==> src/rtl/pci_rr_arbiter.sv <==
// Central PCI bus arbiter: round-robin grant of active-low REQ lines, bus parking,
// hidden arbitration while the bus is busy, and masking of masters that sit on an idle grant.
module pci_rr_arbiter #(
   parameter int unsigned N       = 4,
   parameter int unsigned PARK    = 0,
   parameter int unsigned TIMEOUT = 16
) (
   input  logic         CLK,
   input  logic         RESET,
   input  logic         FRAME,
   input  logic         IRDY,
   input  logic [N-1:0] REQ,
   output logic [N-1:0] GNT,
   output logic [2:0]   OWNER,
   output logic [N-1:0] MASKED,
   output logic         BUS_IDLE
);
   localparam int unsigned IW = 3;
   localparam int unsigned SW = IW + 1;
   localparam int unsigned CW = 8;
   localparam logic [IW-1:0] PARK_IDX  = IW'(PARK);
   localparam logic [CW-1:0] CNT_LIMIT = CW'(TIMEOUT - 1);

   typedef enum logic [1:0] {PARKED, GRANTED, GAP} state_t;

   state_t        state, state_nxt;
   logic [IW-1:0] ptr, ptr_nxt, owner_nxt;
   logic [IW-1:0] winner, cand;
   logic [CW-1:0] cnt, cnt_nxt;
   logic [N-1:0]  masked_nxt, gnt_nxt, elig;
   logic          any_elig, idle, inc, expire, txn_start;

   // (a + b) mod N for indices already below N
   function automatic logic [IW-1:0] wrap_add(input logic [IW-1:0] a, input logic [IW-1:0] b);
      logic [SW-1:0] s;
      s = {1'b0, a} + {1'b0, b};
      if (s >= SW'(N)) s = s - SW'(N);
      return s[IW-1:0];
   endfunction

   function automatic logic [N-1:0] onehot(input logic [IW-1:0] idx);
      logic [N-1:0] v;
      v = '0;
      for (int i = 0; i < N; i++) v[i] = (IW'(i) == idx);
      return v;
   endfunction

   assign idle      = FRAME & IRDY;
   assign elig      = ~REQ & ~MASKED;
   assign inc       = idle & (|(~REQ & onehot(OWNER)));
   assign expire    = (state == GRANTED) & inc & (cnt == CNT_LIMIT);
   assign txn_start = (state != GAP) & ~FRAME & BUS_IDLE;

   // Rotating-priority scan starting at ptr
   always_comb begin
      winner   = ptr;
      any_elig = 1'b0;
      cand     = '0;
      for (int k = 0; k < N; k++) begin
         cand = wrap_add(ptr, IW'(k));
         if (!any_elig && (|(elig & onehot(cand)))) begin
            winner   = cand;
            any_elig = 1'b1;
         end
      end
   end

   // Next-state, grant, timeout and mask logic
   always_comb begin
      state_nxt  = state;
      owner_nxt  = OWNER;
      ptr_nxt    = ptr;
      cnt_nxt    = '0;
      masked_nxt = MASKED & ~REQ;
      gnt_nxt    = '1;

      if (txn_start) ptr_nxt = wrap_add(OWNER, IW'(1));

      case (state)
         PARKED: begin
            owner_nxt = PARK_IDX;
            if (any_elig) state_nxt = (winner == PARK_IDX) ? GRANTED : GAP;
         end
         GRANTED: begin
            if (expire) begin
               masked_nxt = masked_nxt | onehot(OWNER);
               state_nxt  = GAP;
            end else if (idle) begin
               if (!any_elig) begin
                  state_nxt = PARKED;
                  owner_nxt = PARK_IDX;
               end else if (winner != OWNER) begin
                  state_nxt = GAP;
               end else if (inc) begin
                  cnt_nxt = cnt + CW'(1);
               end
            end else if (any_elig && (winner != OWNER)) begin
               owner_nxt = winner;
            end
         end
         default: begin
            if (any_elig) begin
               state_nxt = GRANTED;
               owner_nxt = winner;
            end else begin
               state_nxt = PARKED;
               owner_nxt = PARK_IDX;
            end
         end
      endcase

      if (state_nxt != GAP) gnt_nxt = ~onehot(owner_nxt);
   end

   always_ff @(posedge CLK) begin
      if (RESET) begin
         state    <= GAP;
         GNT      <= '1;
         OWNER    <= PARK_IDX;
         MASKED   <= '0;
         ptr      <= '0;
         cnt      <= '0;
         BUS_IDLE <= 1'b1;
      end else begin
         state    <= state_nxt;
         GNT      <= gnt_nxt;
         OWNER    <= owner_nxt;
         MASKED   <= masked_nxt;
         ptr      <= ptr_nxt;
         cnt      <= cnt_nxt;
         BUS_IDLE <= idle;
      end
   end
endmodule

==> config.mk <==
export PLATFORM = sky130hd
export DESIGN_NAME = pci_rr_arbiter
export DESIGN_NICKNAME = d
export VERILOG_FILES = /design/src/rtl/pci_rr_arbiter.sv
export SDC_FILE = /design/constraint.sdc
export NUM_CORES = 1
export LEC_CHECK = 0
export BUFFER_PORTS_ARGS = -buffer_cell sky130_fd_sc_hd__clkbuf_2
export CORE_ASPECT_RATIO = 0.5
export CORE_MARGIN = 2
export CORE_UTILIZATION = 35
export CTS_BUF_LIST = sky130_fd_sc_hd__clkbuf_8
export CTS_CLUSTER_DIAMETER = 40
export DETAILED_ROUTE_END_ITERATION = 10
export PLACE_DENSITY = 0.59
export SLEW_MARGIN = 15
export SYNTH_ARGS = -nofsm -noshare
export SYNTH_HDL_FRONTEND = slang
export SYNTH_SLANG_ARGS = --single-unit
==> constraint.sdc <==
create_clock -name CLK -period 5.9 [get_ports CLK]
set_clock_uncertainty 0.05 [all_clocks]
set_input_delay 0.885 -clock CLK [delete_from_list [all_inputs] [get_ports CLK]]
set_output_delay 0.885 -clock CLK [all_outputs]
set_load 0.1 [all_outputs]
## Yosys cells after proc, flatten, opt, wreduce, memory -nomap -nowiden

Index checks and enable logic that the tools add are counted.

| storage, ports and cells | value |
|---|---|
| register bits after elaboration | 25 |
| bits in read-only memories | 0 |
| memory bits (writable) | 0 |
| latch bits | 0 |
| bits of input ports | 8 |
| memories kept | 0 |
| output and inout port bits | 12 |
| word-level logic and storage cells | 119 |

| cells by class | value |
|---|---|
| $lt $le $gt $ge | 5 |
| divide/modulo/power cells | 0 |
| multipliers | 0 |
| shift operators | 0 |
| bitwise gates (word level) | 23 |
| eq/ne operators | 23 |
| reductions and logical operators | 22 |
| $add $sub $neg | 10 |
| mux-type cells | 29 |

Operator list:

| cell | number |
|---|---|
| 3-bit two-way mux | 14 |
| 2-bit by 3-bit == test with 1-bit output, first input constant | 12 |
| 4-bit AND | 7 |
| 3-bit zero test | 7 |
| 4-bit OR reduction | 5 |
| 1-bit by 3-bit == test with 1-bit output, first input constant | 6 |
| 4-bit by 3-bit >= comparator with 1-bit output, second input constant | 4 |
| 3-bit subtractor, second input constant | 5 |
| 2-bit two-way mux | 6 |
| 4-bit inverter | 3 |
| 3-bit by 1-bit adder with 4-bit output, second input constant | 2 |
| 3-bit by 2-bit adder with 4-bit output, second input constant | 2 |
| 8-bit by 1-bit adder with 8-bit output, second input constant | 1 |
| 8-bit by 4-bit == test with 1-bit output, second input constant | 1 |
| 4-bit two-way mux | 2 |
| 7-bit OR reduction | 1 |
| 1-bit AND | 6 |
| 1-bit inverter | 6 |
| 3-bit one-hot mux with 2 select lines | 1 |
| 1-bit two-way mux | 5 |
| 1-bit logical AND | 4 |
| 2-bit inequality test, second input constant | 2 |
| 4-bit bitwise OR | 1 |
| 2-bit one-hot mux with 2 select lines | 1 |
| other kinds (6) | 8 |

## Depth between registers and ports, before layout

| depth | value |
|---|---|
| word-level depth | 24 |
| depth in mapped cells | 11 |
| mapped depth without buffers | 10 |

## Worst setup path before layout

No wires, ideal clock.

| path | value |
|---|---|
| path type | register to register |
| start point | reg MASKED[3] |
| end point | reg GNT[2] |
| stages on the path, launching flop included | 9 |
| data arrival time | 3.028 ns |
| slack | 2.696 ns |
| path through | dfxtp_1 nor3b_1 a2111o_1 o21a_4 nor4_4 mux2_4 o32a_1 nor3_1 nand3_1 |

| between the ends | value |
|---|---|
| word-level cells in the longest chain between the ends | 23 |
| elaborated cells on any way between the ends | 46 |

RTL lines:

| what | RTL line | source |
|---|---|---|
| start: declaration | 15 | `output logic [N-1:0] MASKED,` |
| start signal: assignment | 128 | `MASKED <= masked_nxt;` |
| 4-bit inverter (*) | 49 | `assign elig = ~REQ & ~MASKED;` |
| 4-bit AND (*) | 49 |  |
| 4-bit AND | 61 | `if (!any_elig && (\|(elig & onehot(cand)))) begin` |
| 4-bit OR reduction | 61 |  |
| 1-bit two-way mux | 61 |  |
| 1-bit zero test | 61 |  |
| 1-bit logical AND | 61 |  |
| 1-bit two-way mux | 61 |  |
| [... 7 more ...] | -- |  |
| 2-bit two-way mux | 92 | `end else if (winner != OWNER) begin` |
| 2-bit two-way mux | 89 | `if (!any_elig) begin` |
| 2-bit two-way mux | 88 | `end else if (idle) begin` |
| 2-bit two-way mux | 85 | `if (expire) begin` |
| 2-bit one-hot mux with 2 select lines | 79 | `case (state)` |
| 2-bit inequality test | 112 | `if (state_nxt != GAP) gnt_nxt = ~onehot(owner_nxt);` |
| 1-bit inverter (no source line) | -- |  |
| 2-bit OR reduction (no source line) | -- |  |
| end signal: assignment | 126 | `GNT <= gnt_nxt;` |
| end: declaration | 13 | `output logic [N-1:0] GNT,` |

Every way passes the cells marked *; elsewhere a longest branch is shown, timed or not.
A chain may end at the register's enable or synchronous reset.

## Worst setup path after layout

| path | value |
|---|---|
| start point | reg ptr[0] |
| end point | reg GNT[2] |

| between the ends | value |
|---|---|
| word-level cells in the longest chain between the ends | 24 |
| elaborated cells on any way between the ends | 75 |

RTL lines:

| what | RTL line | source |
|---|---|---|
| start: declaration | 27 | `logic [IW-1:0] ptr, ptr_nxt, owner_nxt;` |
| start signal: assignment | 129 | `ptr <= ptr_nxt;` |
| branches (longest 24 deep; another with 3-bit by 1-bit adder with 4-bit output) | -- |  |

Parallel ways; which one is timed is not known.

==> impl_metrics.tcl <==
set metrics [dict create \
    outcome "completed" \
    min-delay-start "cnt[0]$_SDFF_PP0_" \
    multi_input_combinational_cell_area_um2 1150 \
    share_of_the_yosys_chip_area_belonging_to_registers 0.293 \
    finalWirelength_um 3840 \
    global_route.peak_usage_layer "met2" \
    worst-path-max-fanout 10 \
    finalSetupViolCount 0 \
    grt_util_all_layers 0.150 \
    numPortBuffers 19 \
    dr.first_iter.drc_count 56 \
    hold_viol 0 \
    finalSetupTns_ns 0 \
    synth_seq_cells 25 \
    postSynthCellCount 194 \
    worstPathRequired_ns 6.02 \
    synthesized_nets 215 \
    timing.rr.start "ptr[0]$_SDFFE_PP0P_" \
    insertedDiodeCount 0 \
    path_cells "inv_2 > ha_1 > nor3b_1 > a2111o_1 > o21a_4 > nor4_4 > mux2_4 > o32a_1 > nor3_1 > nand3_1" \
    post-route-drc-count 0 \
    global_route.overflow_total 0 \
    clock_tree.buffer_depth 2 \
    post-dp-hpwl_um 2960 \
    critical-path-max-stage-delay_ns 0.59 \
    yosysUniqueCellTypes 57 \
    ctsHtreeMaxLevel 1 \
    max_clk_rate_ghz 0.295 \
    grt_pass1_vias 1313 \
    use_met2 0.233 \
    pin_count_of_the_biggest_net_entering_global_routing 17 \
    cts_made_buffers 3 \
    timing.final.max_slew_violations 0 \
    die-width_um 103 \
    placed_cells 277 \
    synth_area_leader_cell "dfxtp_1" \
    setup.reg_to_reg.worst_slack_ns 2.51 \
    drtAntennaViolNets 0 \
    die-area_um2 5480 \
    worst_vdd_rail_ir_drop_uv 108 \
    synth_area_leaders "dfxtp_1, ha_1, nor2_1, nor3b_1, xnor2_1" \
    r2r_cells 10 \
    global_route_wire_length_before_repair_um 6330 \
    edff_count_synth 0 \
    place_congestion 0.838 \
    critical_path_arrival_ns 3.51 \
    endpoint_kind "flop" \
    area.sequential_um2 500 \
    cts-resized-gates 0 \
    area_growth_synth_to_finish_pct 12.8 \
    placeableCoreArea_um2 4530 \
    r2r_end "GNT[2]$_SDFF_PP1_" \
    worst_hold_path.num_cells 1 \
    std_cell_rows 17 \
    io-pin-count 20 \
    netlist_area_um2 1710 \
    clkLatencyLatePin_ns 0.28 \
    vias_after_detailed_routing 1496 \
    clkSlewWorstSetupHoldPaths_ns 0.10 \
    yosysWarnings 0 \
    timing.slew.headroom 0.575 \
    globalRouteMet1Util 0.215 \
    post_synth_top_flop "dfxtp_1" \
    timing.setup.critical_path_class "flop to flop" \
    synth_top_cell_area_share 0.293 \
    fill_cell_count 467 \
    cts_tree "built" \
    grt_antenna_before_repair 0 \
    routed_via_density 5.32 \
    number_of_iterations_in_the_first_detailed_routing_pass 4 \
    startpoint_type "flop" \
    tightestPinTransition_ns 0.635 \
    power_per_cell_area_nw_per_um2 278 \
    drive_above_1_share 0.177 \
    hold_path.class "flop to flop" \
    whs_endpoint "cnt[0]$_SDFF_PP0_" \
    met3_usage 0.0330 \
    syn_avg_cell_area_um2 8.79 \
    numClockSinks 25 \
    die-height_um 53.4 \
    layoutNonFillerInstCount 281 \
    post_cts.repair.setup_buffers 0 \
    pleak_nw 0.774 \
    min_period_ns 3.39 \
    start_util 0.376 \
    hold_fix_buffers_at_cts 0 \
    max_cap_viol_count 0 \
    final_nets 237 \
    wl_per_cell_um 13.7 \
    synth-async-reset-ratio 0 \
    cts.root.buffer_cell "clkbuf_8" \
    critical_path.slowest_cell "dfxtp_1" \
    rsz0062_at_grt "false" \
    final_min_period_over_clock_period 0.575 \
]
## final cells by class
type,count,share of cell area
clock inverters,1,0.00455
well taps,66,0.0429
flip-flops and latches,25,0.260
repair buffers,19,0.0494
inverters,11,0.0215
multi-input cells,156,0.600
clock buffers,3,0.0215
## through the flow
stage,util,total power [W],hold WS (ns),area [µm²],worst slack (ns)
after floorplan,-,0.000385,0.363,1710,2.70
after global placement,0.414,0.000426,0.373,1870,2.56
after detailed placement,0.414,0.000427,0.387,1870,2.53
after CTS,0.425,0.000538,0.407,1920,2.53
after global routing,0.425,0.000565,0.432,1920,2.30
final,0.425,0.000534,0.403,1920,2.51
## kinds of logic after synthesis
| kind of cell | Yosys count | synth area share |
|---|---|---|
| DFF | 25 | 0.293 |
| and+or+nand+nor | 89 | 0.290 |
| muxes | 5 | 0.0337 |
| buffers and inverters | 13 | 0.0293 |
| adders and majority gates | 13 | 0.0954 |
| AOI/OAI and AO/OA | 40 | 0.204 |
| xor gates and xnor gates | 9 | 0.0543 |
## report_power, final
part	internal, W	leakage (nW)	switching [W]	total [W]
combinational	0.0000757	0.545	0.000150	0.000226
sequential	0.000181	0.204	0.0000174	0.000198
clock	0.0000496	0.0261	0.0000601	0.000110
## worst max-delay path, delay by kind of cell, from the launching register on
family / cells / cell delay [ns]
muxes: 1 / 0.36
DFF: 1 / 0.59
adders and majority gates: 1 / 0.26
buffers and inverters: 1 / 0.15
AOI/OAI and AO/OA: 3 / 0.82
and+or+nand+nor: 4 / 1.04
## synthesized netlist by cell type (2+ instances only)
library cell	count
a2111o_1	2
a211o_1	2
a211oi_1	2
a21o_1	3
a21oi_1	8
a31oi_1	2
and2_1	3
and2b_1	3
and3_1	3
dfxtp_1	25
ha_1	13
inv_1	9
inv_2	2
mux2_2	2
mux2i_1	2
nand2_1	11
nand2b_1	3
nand3_1	8
nand3b_1	2
nand4_1	4
nand4b_1	2
nor2_1	27
nor2b_1	3
nor3_1	3
nor3b_1	9
o211a_1	2
o21ai_0	2
o32ai_1	2
xnor2_1	6
xor2_1	2
## worst max-delay path by stage
stage                         startpoint                 to  slack (ns)  cells past startpoint
floorplan           MASKED[3]$_SDFF_PP0_  GNT[2]$_SDFF_PP1_        2.70                      8
global placement                  REQ[3]  GNT[2]$_SDFF_PP1_        2.56                      9
detailed placement                REQ[3]  GNT[2]$_SDFF_PP1_        2.53                      9
CTS                  ptr[0]$_SDFFE_PP0P_  GNT[2]$_SDFF_PP1_        2.53                     10
global route         ptr[0]$_SDFFE_PP0P_  GNT[3]$_SDFF_PP1_        2.30                     10
finish               ptr[0]$_SDFFE_PP0P_  GNT[2]$_SDFF_PP1_        2.51                     10
## state kept, by name (all words and copies together), names as in the netlist
name      cells
BUS_IDLE      1
OWNER         3
state         2
MASKED        4
GNT           4
ptr           3
cnt           8
## routing by layer
metal | vias to the layer above | part of all wire
met2 | 23 | 0.42
li1 | 755 | -
met3 | 0 | 0.033
met5 | - | 0
met4 | 0 | 0
met1 | 718 | 0.55
## placed cells by master, fill, tap and decap left out, types with 4 or more instances in the layout
cell type,instances
ha_1,13
nand4_1,4
nor3b_1,9
nor2_1,27
inv_1,9
dfxtp_1,25
a21oi_1,8
clkbuf_2,19
xnor2_1,6
nand3_1,8
nand2_1,11
No activity file was read; power rests on OpenSTA's default activity.
